**config.mk**
```make
export PLATFORM = sky130hd
export DESIGN_NAME = pwm_multi_channel
export DESIGN_NICKNAME = d
export VERILOG_FILES = /design/src/rtl/pwm_multi_channel.sv
export SDC_FILE = /design/constraint.sdc
export NUM_CORES = 1
export LEC_CHECK = 0
export ABC_AREA = 1
export CORE_UTILIZATION = 55
export CTS_CLUSTER_DIAMETER = 40
export CTS_CLUSTER_SIZE = 24
export DETAILED_ROUTE_END_ITERATION = 8
export PLACE_DENSITY = 0.75
export SYNTH_ARGS = -nofsm -noshare
export SYNTH_HDL_FRONTEND = slang
export SYNTH_SLANG_ARGS = --single-unit
```
**constraint.sdc**
```tcl
create_clock -name clk -period 7.26 [get_ports clk]
set_input_delay 1.452 -clock clk [delete_from_list [all_inputs] [get_ports clk]]
set_output_delay 1.452 -clock clk [all_outputs]
set_load 0.01 [all_outputs]
```
**src/rtl/pwm_multi_channel.sv**
```systemverilog
// Multi-channel PWM generator: one shared up/up-down period counter, per-channel
// double-buffered duty compare with output polarity, edge- or center-aligned.
module pwm_multi_channel #(
  parameter int CH = 4,
  parameter int WIDTH = 8,
  localparam int CW = (CH > 1) ? $clog2(CH) : 1
) (
  input  logic             clk,
  input  logic             rst,
  input  logic             en,
  input  logic             center,
  input  logic [WIDTH-1:0] period,
  input  logic             wr_en,
  input  logic [CW-1:0]    wr_ch,
  input  logic [WIDTH-1:0] wr_data,
  input  logic [CH-1:0]    pol,
  output logic [CH-1:0]    pwm_out,
  output logic             period_start
);

  localparam logic [WIDTH-1:0] ONE = {{(WIDTH-1){1'b0}}, 1'b1};

  typedef enum logic {
    DIR_UP   = 1'b0,
    DIR_DOWN = 1'b1
  } dir_e;

  logic [WIDTH-1:0] cnt_q, cnt_d;
  dir_e             dir_q, dir_d;
  logic [WIDTH-1:0] per_act_q, per_act_d;
  logic             mode_act_q, mode_act_d;
  logic [CH-1:0]    pwm_out_q, pwm_out_d;
  logic             period_start_q, period_start_d;

  logic             boundary;
  logic [WIDTH-1:0] per_eff;
  logic             mode_eff;
  logic             center_run;
  logic [CH-1:0]    raw;

  // The boundary cycle already runs with the freshly loaded shadows, so the
  // new period/mode/duty govern the whole period starting at cnt=0.
  assign boundary   = en && (cnt_q == '0) && (dir_q == DIR_UP);
  assign per_eff    = boundary ? period : per_act_q;
  assign mode_eff   = boundary ? center : mode_act_q;
  assign center_run = mode_eff && (per_eff != '0);

  always_comb begin
    cnt_d = cnt_q;
    dir_d = dir_q;
    if (!en) begin
      cnt_d = '0;
      dir_d = DIR_UP;
    end else if (!center_run) begin
      dir_d = DIR_UP;
      cnt_d = (cnt_q >= per_eff) ? '0 : cnt_q + ONE;
    end else begin
      case (dir_q)
        DIR_UP: begin
          if (cnt_q >= per_eff) begin
            cnt_d = cnt_q - ONE;
            dir_d = (cnt_q <= ONE) ? DIR_UP : DIR_DOWN;
          end else begin
            cnt_d = cnt_q + ONE;
            dir_d = DIR_UP;
          end
        end
        DIR_DOWN: begin
          if (cnt_q <= ONE) begin
            cnt_d = '0;
            dir_d = DIR_UP;
          end else begin
            cnt_d = cnt_q - ONE;
            dir_d = DIR_DOWN;
          end
        end
        default: begin
          cnt_d = '0;
          dir_d = DIR_UP;
        end
      endcase
    end
  end

  always_comb begin
    per_act_d      = per_eff;
    mode_act_d     = mode_eff;
    pwm_out_d      = en ? (raw ^ pol) : '0;
    period_start_d = boundary;
  end

  always_ff @(posedge clk or posedge rst) begin
    if (rst) begin
      cnt_q          <= '0;
      dir_q          <= DIR_UP;
      per_act_q      <= '0;
      mode_act_q     <= 1'b0;
      pwm_out_q      <= '0;
      period_start_q <= 1'b0;
    end else begin
      cnt_q          <= cnt_d;
      dir_q          <= dir_d;
      per_act_q      <= per_act_d;
      mode_act_q     <= mode_act_d;
      pwm_out_q      <= pwm_out_d;
      period_start_q <= period_start_d;
    end
  end

  // Channel indices >= CH never match any slice, so such writes fall away.
  genvar gi;
  generate
    for (gi = 0; gi < CH; gi++) begin : g_ch
      logic [WIDTH-1:0] duty_pend_q, duty_pend_d;
      logic [WIDTH-1:0] duty_act_q, duty_act_d;
      logic [WIDTH-1:0] duty_eff;
      logic             wr_hit;

      assign wr_hit   = wr_en && (wr_ch == CW'(gi));
      assign duty_eff = boundary ? duty_pend_q : duty_act_q;
      assign raw[gi]  = (cnt_q < duty_eff);

      always_comb begin
        duty_pend_d = wr_hit ? wr_data : duty_pend_q;
        duty_act_d  = duty_eff;
      end

      always_ff @(posedge clk or posedge rst) begin
        if (rst) begin
          duty_pend_q <= '0;
          duty_act_q  <= '0;
        end else begin
          duty_pend_q <= duty_pend_d;
          duty_act_q  <= duty_act_d;
        end
      end
    end
  endgenerate

  assign pwm_out      = pwm_out_q;
  assign period_start = period_start_q;

endmodule

```
==> flow_summary.yaml <==
outcome:
  status: "completed"
sta:
  rsz0062_at_grt: "false"
  fin_crit_sh_pct: 65.5
  finalSetupViolCount: 0
  timing.slew.headroom_pct: 26.5
  setup_tns_ns: 0
  fmax_mhz: 210
  final_hold_viol_count: 0
  fin_worst_skew_ns: 0.0161
  slew_violations: 0
  period_minus_slack_ns: 4.75
  tightest_slew_ns: 1.10
critical_path:
  critPathRequiredTime_ns: 7.56
  crit_type: "input port to register"
  slowest_stage: "clkdlybuf4s50_1"
  crit_chain: "clkdlybuf4s50_1 > nand3_2 > nor2_4 > nand2_4 > o21ai_2 > inv_1 > ha_1 > nand2_1 > nor2_1 > nand4_1 > nand3_1 > clkinv_1 > nand3b_1 > nand2_1 > nand2_1 > nand2_1 > nor2_1"
  cp-end-kind: "register"
  arrival_ns: 5.05
  start_kind: "input port"
  slowest_delay_ns: 0.67
  path_common_cell: "nand2_1"
  path_max_fanout: 50
pwr:
  comb_power_share_pct: 51.5
  power_density_mw_per_mm2: 401
  ir_worst_vdd_uv: 169
  p_sw_uw: 997
  swShare_pct: 45.6
  p_seq_share_pct: 34.1
  p_leak_uw: 0.00294
  clkPwrFrac_pct: 14.4
  power.internal_uw: 1190
clock_tree:
  insertion_delay_ns: 0.36
  clockBufferDepth: 2
  ctsHoldBuffers: 0
  clk_pin_slew_ns: 0.09
  postCtsResizedCells: 0
  cts_tree: "done"
  ctsRootBufferMaster: "clkbuf_8"
  post_cts_buffers: 0
  h-tree-depth: 3
  clkSinkCount: 87
  numCtsBuffers: 9
final_layout:
  utilization_pct: 62.5
  fillers: 761
  fin_nets: 722
  drive_above_1_share_pct: 7.58
  seqCellArea_mm2: 0.00218
  multiInputGateArea_mm2: 0.00229
  design_area_mm2: 0.00545
  insertedDiodeCount: 0
  area_delta_synth_final_pct: 10.6
job:
  cap_violations: 0
global_route:
  grt-ovfl-total: 0
  grt_pass1_vias: 3954
  grt_pass1_wl_mm: 18.4
  grtUsageTotal_pct: 24.6
  grt_start_max_net_pins: 88
  antenna_found_initial: 0
synth:
  yosysMostFrequentCell: "nand2_1"
  synth_top_area_share_pct: 44.1
  synthCells: 629
  synth.distinct_cells: 31
  synthTopCellsByArea: "dfrtp_1 44%, nand2_1 15%, ha_1 10%"
  synth-main-ff-cell: "dfrtp_1"
  synth_seq_cells: 87
  syn_area_mm2: 0.00493
  synthArstFlopShare_pct: 100
  yosysTopAreaCell: "dfrtp_1"
  synth.cells.most_frequent: "198 x nand2_1, 87 x dfrtp_1, 84 x inv_1"
  avgSynthCellArea_um2: 7.84
  synth_edf_count: 0
  ys_warn_count: 0
  syn_nets: 696
  synth-seq-area-share_pct: 44.1
placed_design:
  dp_hpwl_mm: 7.21
  port_buffers: 31
  gp_congestion: 0.857
  placed_area_mm2: 0.00527
detailed_routing:
  drt-vias-per-instance: 5.22
  drtAntennaViolNets: 0
  drtIter0Drc: 192
  dr.max_layer_used: "met4"
  wl_mm: 10.4
  first_pass_iters: 4
  wl_met2_mm: 4.82
  wl_met1_mm: 4.88
  route.detailed.drc: 0
  post_drt_wl_per_cell_um: 13.6
  wl_met3_um: 526
  num_vias: 4007
die:
  dieHeight_um: 96.7
  start_util_pct: 56.6
  dieArea_mm2: 0.00935
  io-pin-count: 32
  die-width_um: 96.7
  row_count: 34
  core_mm2: 0.00872
hold_path:
  hold_class: "register to register"
area by class of cell:
cell class                      count  share of cell area (%)
Clock buffer                       10                    2.34
Timing Repair Buffer               32                    5.83
Tap cell                          108                    2.48
Sequential cell                    87                    39.9
Inverter                           91                    6.47
Multi-Input combinational cell    434                    42.0
Clock inverter                      6                   0.964
routing by layer:
layer,up-vias,GRT usage (%)
met5,-,0
met3,14,3.83
met2,103,39.3
met4,0,9.87
met1,1879,33.8
li1,2011,-
power by group through the flow:
| stage | Sequential [µW] | Combinational, µW | Clock [µW] |
|---|---|---|---|
| after global routing | 764 | 1340 | 342 |
| after floorplan | 717 | 914 | 0 |
| final | 746 | 1130 | 315 |
| after CTS | 746 | 1130 | 327 |
| after global placement | 751 | 1090 | 0 |
| after detailed placement | 755 | 1120 | 0 |
cell usage in the layout (no fill, tap or decap), types with 12 or more instances in the layout:
master,instances
dfrtp_1,87
nor2_1,55
inv_1,83
nand2_1,198
a21oi_1,19
nand3_1,20
ha_1,40
o21ai_0,46
clkdlybuf4s50_1,31
nand2_2,12
stage by stage:
step | total power (µW) | setup slack [ns] | cells | hold slack (ns)
2_1_floorplan | 1630 | 3.56 | 629 | 0.445
3_3_place_gp | 1840 | 2.24 | 752 | 0.463
6_report | 2190 | 2.51 | 768 | 0.484
3_5_place_dp | 1880 | 2.18 | 752 | 0.464
4_1_cts | 2200 | 2.56 | 768 | 0.486
5_1_grt | 2440 | 2.09 | 768 | 0.513
cells by family (layout without fill, tap and decap cells):
group,after synthesis,after routing,synth area share (%)
AOI/OAI and AO/OA,80,80,9.01
adders and majority gates,40,40,10.1
buffers and inverters,108,139,9.41
xor gates and xnor gates,10,10,1.78
and+or+nand+nor,304,304,25.5
DFF,87,87,44.1
path summary, 6_finish.rpt:
kind | cells past startpoint | slack [ns] | to | start
max in group asynchronous | 3 | 4.79 | g_ch[3].duty_act_q[5] | rst
setup / recovery | 17 | 2.51 | cnt_q[1] | en
hold / removal | 2 | 0.48 | g_ch[2].duty_act_q[7] | g_ch[2].duty_act_q[7]
setup reg to reg | 19 | 3.35 | cnt_q[1] | cnt_q[0]
hold reg to reg | 2 | 0.48 | g_ch[2].duty_act_q[7] | g_ch[2].duty_act_q[7]
min in group asynchronous | 3 | 1.76 | per_act_q[5] | rst
flip-flops by register name, summed over array words and instances (netlist names):
register / count
g_ch.duty_act_q: 32
g_ch.duty_pend_q: 32
cnt_q: 8
per_act_q: 8
pwm_out: 4
dir_q: 1
mode_act_q: 1
period_start: 1
critical path, delay by kind of cell:
family	cells	cell delay, ns
AOI/OAI and AO/OA	1	0.31
adders and majority gates	1	0.29
and+or+nand+nor	12	1.83
buffers and inverters	3	1.13
Note: power is estimated with default switching activity, not from simulation.
